==> src/rtl/tx_frame_sequencer.sv <==
// tx_frame_sequencer
// Frame-level controller ahead of the Pack -> Spread -> QPSK transmit chain.
// Each start request sends one frame to Pack as a serial bit stream:
// preamble (MSB first), then PAYLOAD_LEN bits pulled from the upstream
// source, then GUARD_CYCLES idle clocks so the downstream pipeline drains.
//
// Ports
//   i_clk, i_reset          clock, asynchronous active-low reset
//   i_start                 frame request (pulse or level)
//   i_abort                 drop the current frame, return to IDLE
//   i_bit, i_bit_valid      upstream payload bit source
//   o_bit_ready             upstream accept (combinational)
//   i_ready                 downstream (Spread) ready
//   o_data, o_valid         registered serial output to Pack
//   o_busy                  any state but IDLE
//   o_frame_done            one-clock pulse in the last guard cycle
//   o_bit_cnt               payload bits transferred in the current frame
module tx_frame_sequencer #(
  parameter int          PREAMBLE_LEN = 32,
  parameter logic [31:0] PREAMBLE     = 32'hF0F0_CC33,
  parameter int          PAYLOAD_LEN  = 256,
  parameter int          GUARD_CYCLES = 48,
  parameter int          CNT_W        = 16
) (
  input  logic             i_clk,
  input  logic             i_reset,
  input  logic             i_start,
  input  logic             i_abort,
  input  logic             i_bit,
  input  logic             i_bit_valid,
  output logic             o_bit_ready,
  input  logic             i_ready,
  output logic             o_data,
  output logic             o_valid,
  output logic             o_busy,
  output logic             o_frame_done,
  output logic [CNT_W-1:0] o_bit_cnt
);

  localparam int PI_W = (PREAMBLE_LEN > 1) ? $clog2(PREAMBLE_LEN) : 1;
  localparam logic [PI_W-1:0]  PRE_TOP  = PI_W'(PREAMBLE_LEN - 1);
  localparam logic [CNT_W-1:0] PAY_N    = CNT_W'(PAYLOAD_LEN);
  localparam logic [CNT_W-1:0] PAY_LAST = CNT_W'(PAYLOAD_LEN - 1);
  localparam logic [CNT_W-1:0] GRD_LAST = CNT_W'(GUARD_CYCLES - 1);
  localparam logic             GRD_ONE  = (GUARD_CYCLES == 1);

  typedef enum logic [1:0] {S_IDLE, S_PRE, S_PAY, S_GRD} state_e;

  state_e           state_q;
  logic [PI_W-1:0]  pre_idx_q;   // preamble bit currently held in data_q
  logic [CNT_W-1:0] loaded_q;    // payload bits taken from upstream
  logic [CNT_W-1:0] bit_cnt_q;   // payload bits handed downstream
  logic [CNT_W-1:0] guard_q;
  logic             pend_q;
  logic             data_q;
  logic             valid_q;
  logic             done_q;

  logic xfer, pre_last, accept, go;

  assign xfer     = valid_q && i_ready;
  assign pre_last = (state_q == S_PRE) && (pre_idx_q == '0);

  // The last preamble transfer also opens the upstream port so the first
  // payload bit lands in the output register with no bubble.
  assign o_bit_ready = ((state_q == S_PAY) && (loaded_q < PAY_N) && (!valid_q || i_ready))
                    || (pre_last && xfer);
  assign accept      = o_bit_ready && i_bit_valid;

  // Frame launch: from IDLE, or straight out of the final guard cycle.
  assign go = (i_start || pend_q) &&
              ((state_q == S_IDLE) || ((state_q == S_GRD) && (guard_q == GRD_LAST)));

  always_ff @(posedge i_clk or negedge i_reset) begin
    if (!i_reset) begin
      state_q   <= S_IDLE;
      pre_idx_q <= '0;
      loaded_q  <= '0;
      bit_cnt_q <= '0;
      guard_q   <= '0;
      pend_q    <= 1'b0;
      data_q    <= 1'b0;
      valid_q   <= 1'b0;
      done_q    <= 1'b0;
    end else begin
      done_q <= 1'b0;
      if (state_q != S_IDLE && i_start) pend_q <= 1'b1;

      if (i_abort) begin
        // Abort beats everything, including a start in the same clock.
        state_q <= S_IDLE;
        valid_q <= 1'b0;
        pend_q  <= 1'b0;
      end else if (go) begin
        state_q   <= S_PRE;
        pre_idx_q <= PRE_TOP;
        data_q    <= PREAMBLE[PRE_TOP];
        valid_q   <= 1'b1;
        loaded_q  <= '0;
        bit_cnt_q <= '0;
        pend_q    <= 1'b0;
      end else begin
        case (state_q)
          S_PRE: if (xfer) begin
            if (pre_last) begin
              state_q <= S_PAY;
              if (accept) begin
                data_q   <= i_bit;
                loaded_q <= CNT_W'(1);
              end else begin
                valid_q <= 1'b0;
              end
            end else begin
              pre_idx_q <= pre_idx_q - 1'b1;
              data_q    <= PREAMBLE[pre_idx_q - 1'b1];
            end
          end
          S_PAY: begin
            if (accept) begin
              data_q   <= i_bit;
              valid_q  <= 1'b1;
              loaded_q <= loaded_q + 1'b1;
            end else if (xfer) begin
              valid_q <= 1'b0;
            end
            if (xfer) begin
              bit_cnt_q <= bit_cnt_q + 1'b1;
              if (bit_cnt_q == PAY_LAST) begin
                state_q <= S_GRD;
                valid_q <= 1'b0;
                guard_q <= '0;
                done_q  <= GRD_ONE;
              end
            end
          end
          S_GRD: begin
            if (guard_q == GRD_LAST) begin
              state_q <= S_IDLE;
            end else begin
              guard_q <= guard_q + 1'b1;
              // done is registered, so raise it entering the final guard cycle
              done_q  <= ((guard_q + 1'b1) == GRD_LAST);
            end
          end
          default: ;
        endcase
      end
    end
  end

  assign o_data       = data_q;
  assign o_valid      = valid_q;
  assign o_busy       = (state_q != S_IDLE);
  assign o_frame_done = done_q;
  assign o_bit_cnt    = bit_cnt_q;

endmodule

==> config.mk <==
export PLATFORM = sky130hd
export DESIGN_NAME = tx_frame_sequencer
export DESIGN_NICKNAME = d
export VERILOG_FILES = /design/src/rtl/tx_frame_sequencer.sv
export SDC_FILE = /design/constraint.sdc
export NUM_CORES = 1
export LEC_CHECK = 0
export ABC_AREA = 1
export CAP_MARGIN = 10
export CELL_PAD_IN_SITES_DETAIL_PLACEMENT = 0
export CELL_PAD_IN_SITES_GLOBAL_PLACEMENT = 1
export CORE_UTILIZATION = 44
export DETAILED_ROUTE_END_ITERATION = 12
export HOLD_SLACK_MARGIN = 0.08
export PLACE_DENSITY = 0.89
export SLEW_MARGIN = 20
export SYNTH_ARGS = -nofsm -noshare
export SYNTH_HDL_FRONTEND = slang
export SYNTH_SLANG_ARGS = --single-unit
==> constraint.sdc <==
create_clock -name i_clk -period 2.36 [get_ports i_clk]
set_clock_uncertainty 0.1 [all_clocks]
set_input_delay 0.354 -clock i_clk [delete_from_list [all_inputs] [get_ports i_clk]]
set_output_delay 0.354 -clock i_clk [all_outputs]
set_load 0.01 [all_outputs]
---- Yosys cells after proc, flatten, opt, wreduce, memory -nomap -nowiden ----
Memory sizes are Yosys's and may differ from the RTL's.
Cells that the tools add are included.
storage, ports and cells
  ROM bits ................................ 32
  flip-flop bits (word level) ............. 59
  memories ................................ 1
cells by class
  muxes and demuxes ....................... 48
  $lt $le $gt $ge ......................... 2
  add/subtract/negate cells ............... 4
  equality and inequality tests ........... 20
  reductions and logical operators ........ 32
  bitwise gates (word level) .............. 2
memory list
  name             depth  bits a word  read ports  clocked after memory_dff  wr ports  line  source
  (no name shown)  32     1            1           0                         0         115   data_q <= PREAMBLE[pre_idx_q - 1'b1];
operators by type and width
  kind                     number
  $mux W16                 11
  $pmux W16 S2             2
  $add A16 B1 Y16 const B  3
  $eq A16 B6 Y1 const B    2
  $mux W1                  21
  $mux W5                  4
  $reduce_and A6 Y1        3
  $eq A16 B8 Y1 const B    1
  $lt A16 B9 Y1 const B    1
  $ne A4 B4 Y1 const B     4
  $mux W2                  7
  $ne A3 B3 Y1 const B     4
  $reduce_bool A2 Y1       5
  $logic_and A1 B1 Y1      9
  $ne A4 B3 Y1 const B     2
  $reduce_and A4 Y1        2
  $lt A5 B6 Y1 const B     1
  $pmux W2 S3              1
  $reduce_and A3 Y1        2
  $reduce_bool A3 Y1       2
  $logic_not A5 Y1         1
  $reduce_bool A5 Y1       1
  $sub A5 B1 Y5 const B    1
  $eq A2 B2 Y1 const B     2
  9 further kinds          16

---- Logic depth before layout (Yosys ltp) ----
  depth after elaboration ................. 11
  mapped depth ............................ 15
  gate-level depth less buffers ........... 15

---- Worst setup path before layout ----
Ideal clock, no wire load.
  path type ............................... register -> register
  start point ............................. reg state_q[1]
  end point ............................... reg loaded_q[0]
  cell stages (with the launch flop) ...... 15
  arrival ................................. 1.836 ns
  clock period less this slack ............ 2.054 ns
  required time ........................... 2.142 ns
  buffers on the path ..................... 1
  setup time .............................. 0.118 ns
  path slack .............................. 0.306 ns
  path through ............................ dfrtp_1 > inv_1 > ha_1 > inv_1 > nor2_1 > nand3_1 > inv_1 > nand2_1 > nand2_1 > nand3_1 > nand3_2 > nand3_4 > buf_6 > nand2_1 > nand2_1
on the way
  longest elaborated chain between the ends .. 7
  elaborated cells on any way between the ends .. 21
  classes of those cells .................. eq/ne: 7; mux: 2; reduce/logical: 12
RTL lines
  element                                              line    source
  start: declaration                                   49      state_e state_q;
  start signal: assignment                             76      state_q <= S_IDLE;
  start signal: assignment                             91      state_q <= S_IDLE;
  start signal: assignment                             95      state_q <= S_PRE;
  $eq A2 B2 Y1 / $eq A2 B1 Y1 (equally long branches)  66, 62
  $logic_and A1 B1 Y1, on equally long branches        66, 62
  $logic_and A1 B1 Y1, on equally long branches        66, 67
  $logic_or A1 B1 Y1 (*)                               67      || (pre_last && xfer);
  net o_bit_ready                                      31      output logic o_bit_ready,
  $logic_and A1 B1 Y1 (*)                              68      assign accept = o_bit_ready && i_bit_valid;
  $ne A3 B3 Y1 (no source line)                        -
  $reduce_and A6 Y1 (no source line) (*)               -
  end signal: assignment                               122     loaded_q <= loaded_q + 1'b1;
  end: declaration                                     51      logic [CNT_W-1:0] loaded_q;
The timed path passes the listed nets; every way through them passes the cells marked *.
A chain may end at the register's enable or synchronous reset.

---- Worst setup path in the final report ----
  start point ............................. reg guard_q[0]
  end point ............................... reg state_q[1]
on the way
  longest elaborated chain between the ends .. 6
  elaborated cells on any way between the ends .. 13
  classes of those cells .................. eq/ne: 6; mux: 2; reduce/logical: 5
RTL lines
  element                                                               line     source
  start: declaration                                                    53       logic [CNT_W-1:0] guard_q;
  start signal: assignment                                              140      guard_q <= guard_q + 1'b1;
  $eq A16 B6 Y1 (*)                                                     72, 137
  $logic_and A1 B1 Y1                                                   72       ((state_q == S_IDLE) || ((state_q == S_GRD) && (guard_q == GRD_LAST)));
  $logic_or A1 B1 Y1                                                    72
  $logic_and A1 B1 Y1                                                   71       assign go = (i_start || pend_q) &&
  $ne A4 B3 Y1 (no source line) (tied with other cells)                 -
  $reduce_and A6 Y1 (no source line) / $mux W2 (equally long branches)  -
Every way passes the cells marked *; elsewhere a longest branch is shown, timed or not.

==> reports/metrics.yaml <==
clock_tree:
  clock_path_buffers: 2
  cts_root_buffer: "clkbuf_8"
  ctsHtreeMaxLevel: 3
  cts_buffers: 9
  cts_setup_buffers: 0
  cts.sinks: 59
  cts_tree: "done"
  clk_latency_ps: 340
  clk_pin_slew_ps: 70
detailed_routing:
  viasPerCell: 5.26
  drt_first_pass_iters: 4
  dr_total_vias: 3863
  first_iter_violations: 170
  ant_nets: 0
  wirelength_mm: 10.1
  drc: 0
  avgRoutedWirePerCell_um: 13.7
setup_path:
  rr_worst_depth: 13
  path_class: "flip-flop to flip-flop"
  cp_data_required_time_ps: 2500
  r2r_slack_ps: 200
  r2r_end: "state_q[1]$_DFFE_PN0P_"
  cp_max_fo: 11
  critPathLaunchType: "flip-flop"
  arrival_ps: 2300
  endpoint_kind: "flip-flop"
  r2r_start: "guard_q[0]$_DFFE_PN0P_"
yosys:
  synthesis.nets: 593
  syn_avg_cell_area_um2: 7.17
  ys.warnings.count: 0
  synth_top_family_by_area: "simple AND/OR/NAND/NOR gates"
  synth_edf_count: 0
  ys_top_cells_by_area: "dfrtp_1 36%, nand2_1 15%, nor2_1 6.1%"
  synth.ff_latch_count: 59
  syn-instance-count: 576
  synth_area_leader_cell: "dfrtp_1"
  synth-adder-area-share: 0.0303
  synth.distinct_cells: 35
  ys_seq_area_frac: 0.357
  postSynth.asyncResetShare: 1.00
  netlist.area_leader.share: 0.357
  synth_area_mm2: 0.00413
  muxShareOfSynthArea: 0
  synth-compound-area-share: 0.0791
  yosys.area_share.simple: 0.386
  synth_xor_area_frac: 0.0721
  yosys_most_used_dff: "dfrtp_1"
cells_and_area:
  drive_gt1_frac: 0.117
  mostFrequentLayoutCells: "161 x nand2_1, 67 x nor2_1, 59 x dfrtp_1, 55 x inv_1, 40 x nand3_1"
  nNetsFinal: 639
  area_growth_syn_to_layout_pct: 15.6
  fin_area_mm2: 0.00477
  fill_cells: 882
  final_common_cell: "nand2_1"
  antenna_cells: 0
  instances_no_fill: 734
pwr:
  switching_share: 0.431
  power.static_leakage_nw: 2.17
  ir_drop_uv: 432
  power_frac_clock: 0.218
  p_sw_mw: 1.60
  internal-power_mw: 2.12
  p_per_area_mw_per_mm2: 779
  total_power_mw: 3.72
  seq_power_share: 0.351
  pwr-share-comb: 0.431
timing:
  worstMarginPinSlew_ps: 719
  min_period_ps: 2160
  setup_viol: 0
  rsz0062_at_grt: "no"
  slew-limit-headroom: 0.521
  finalHoldViolCount: 0
  tns_ps: 0
  clock.fmax_mhz: 462
  final.period_utilization: 0.916
  drv_slew: 0
  timing.hold.ws_ps: 383
grt:
  grt_usage: 0.231
  grt_first_pass_wirelength_mm: 18.1
  grt_overflow: 0
  grt_max_degree: 29
  grt_pass1_vias: 3808
  grt_antenna_before_repair: 0
min_path:
  hold_path_end: "loaded_q[15]$_DFFE_PN0P_"
  hp-class: "flip-flop to flip-flop"
  min_from: "loaded_q[15]$_DFFE_PN0P_"
  hold_depth: 2
placement:
  gp_congestion: 0.907
  dp_hpwl_mm: 7.39
  numPortBuffers: 27
  placed_cell_area_mm2: 0.00460
  place_inst: 718
floorplan:
  core_mm2: 0.00889
  start_util: 0.465
  die_x_um: 98.9
  num_rows: 34
  die_area_mm2: 0.00978
  num_io_pins: 28
  fp.dieH_um: 98.9
job:
  drv_cap: 0
status:
  status: "finished, final reports clean"
-- routing by layer --
layer | wire [um] | vias up | track usage
li1 | - | 1979 | -
met1 | 4980 | 1807 | 0.318
met2 | 4540 | 65 | 0.365
met3 | 410 | 12 | 0.0426
met4 | 160 | 0 | 0.0746
met5 | 0 | - | 0
-- power by group through the flow --
| stage | registers (mW) | logic (mW) | clock network [mW] |
|---|---|---|---|
| after floorplan | 1.31 | 1.05 | 0 |
| after global placement | 1.32 | 1.58 | 0 |
| after detailed placement | 1.32 | 1.59 | 0 |
| after CTS | 1.31 | 1.60 | 0.833 |
| after global routing | 1.33 | 1.80 | 0.883 |
| final | 1.31 | 1.60 | 0.810 |
-- cell families after synthesis --
family          count (synthesis)
simple gates                  349
buf+inv                        72
flops                          59
compound gates                 52
xor+xnor                       34
fa+ha+maj                      10
-- cell usage after synthesis, types with 7 or more instances --
| library cell | number |
|---|---|
| xnor2_1 | 10 |
| nand4_1 | 39 |
| o21ai_1 | 13 |
| a21oi_1 | 9 |
| o21ai_2 | 7 |
| dfrtp_1 | 59 |
| nand3_1 | 40 |
| nand2_1 | 162 |
| or2_2 | 7 |
| nor3_1 | 12 |
| ha_1 | 10 |
| nor2_1 | 67 |
| xor2_1 | 24 |
| o21ai_0 | 14 |
| inv_1 | 55 |
-- state kept, by name, indices dropped and copies added, names as in the netlist --
register      count
guard_q          16
loaded_q         16
o_bit_cnt        16
o_data            1
o_frame_done      1
o_valid           1
pend_q            1
pre_idx_q         5
state_q           2
-- cell type report --
cell class / instances / area, um2 / share of cell area
tap: 108 / 135 / 0.0283
multi-input combinational: 445 / 2360 / 0.494
clock buffer: 12 / 145 / 0.0304
sequential: 59 / 1480 / 0.309
timing repair buffer: 49 / 428 / 0.0896
inverter: 58 / 218 / 0.0456
clock inverter: 3 / 15.0 / 0.00314
-- worst max-delay path: stages (launching register included) --
cell and delay (ps):
dfrtp_1 400, ha_1 210, nand3_2 130, nor2_2 160
nand3_2 110, nand2_2 100, nand2_4 120, buf_4 190
nand2_1 180, nor2_1 80, nand2_1 80, nand2_1 80
nand2_1 70, nand2_1 40
-- per-stage QoR --
| stage | setup WS, ps | util |
|---|---|---|
| final | 198 | 0.537 |
| after global routing | 8.65 | 0.537 |
| after CTS | 24.1 | 0.536 |
| after detailed placement | 33.9 | 0.517 |
| after global placement | 109 | 0.517 |
| after floorplan | 306 | - |
-- worst max-delay path by stage --
stage	start	end	slack, ps	cells past startpoint
after global placement	i_start	o_bit_cnt[1]$_DFFE_PN0P_	110	8
after detailed placement	i_start	o_bit_cnt[0]$_DFFE_PN0P_	30	8
after CTS	state_q[1]$_DFFE_PN0P_	o_bit_ready	20	9
after global routing	state_q[1]$_DFFE_PN0P_	o_bit_ready	9	9
final	guard_q[0]$_DFFE_PN0P_	state_q[1]$_DFFE_PN0P_	200	13
after floorplan	state_q[1]$_DFFE_PN0P_	loaded_q[0]$_DFFE_PN0P_	310	14
-- timing repair --
item	in CTS	in global routing
hold buffers	1	0
endpoints found under the hold margin	25	0
endpoints found under the setup margin	1	16
gates resized for setup	1	5
No activity file was read; power rests on OpenSTA's default activity.
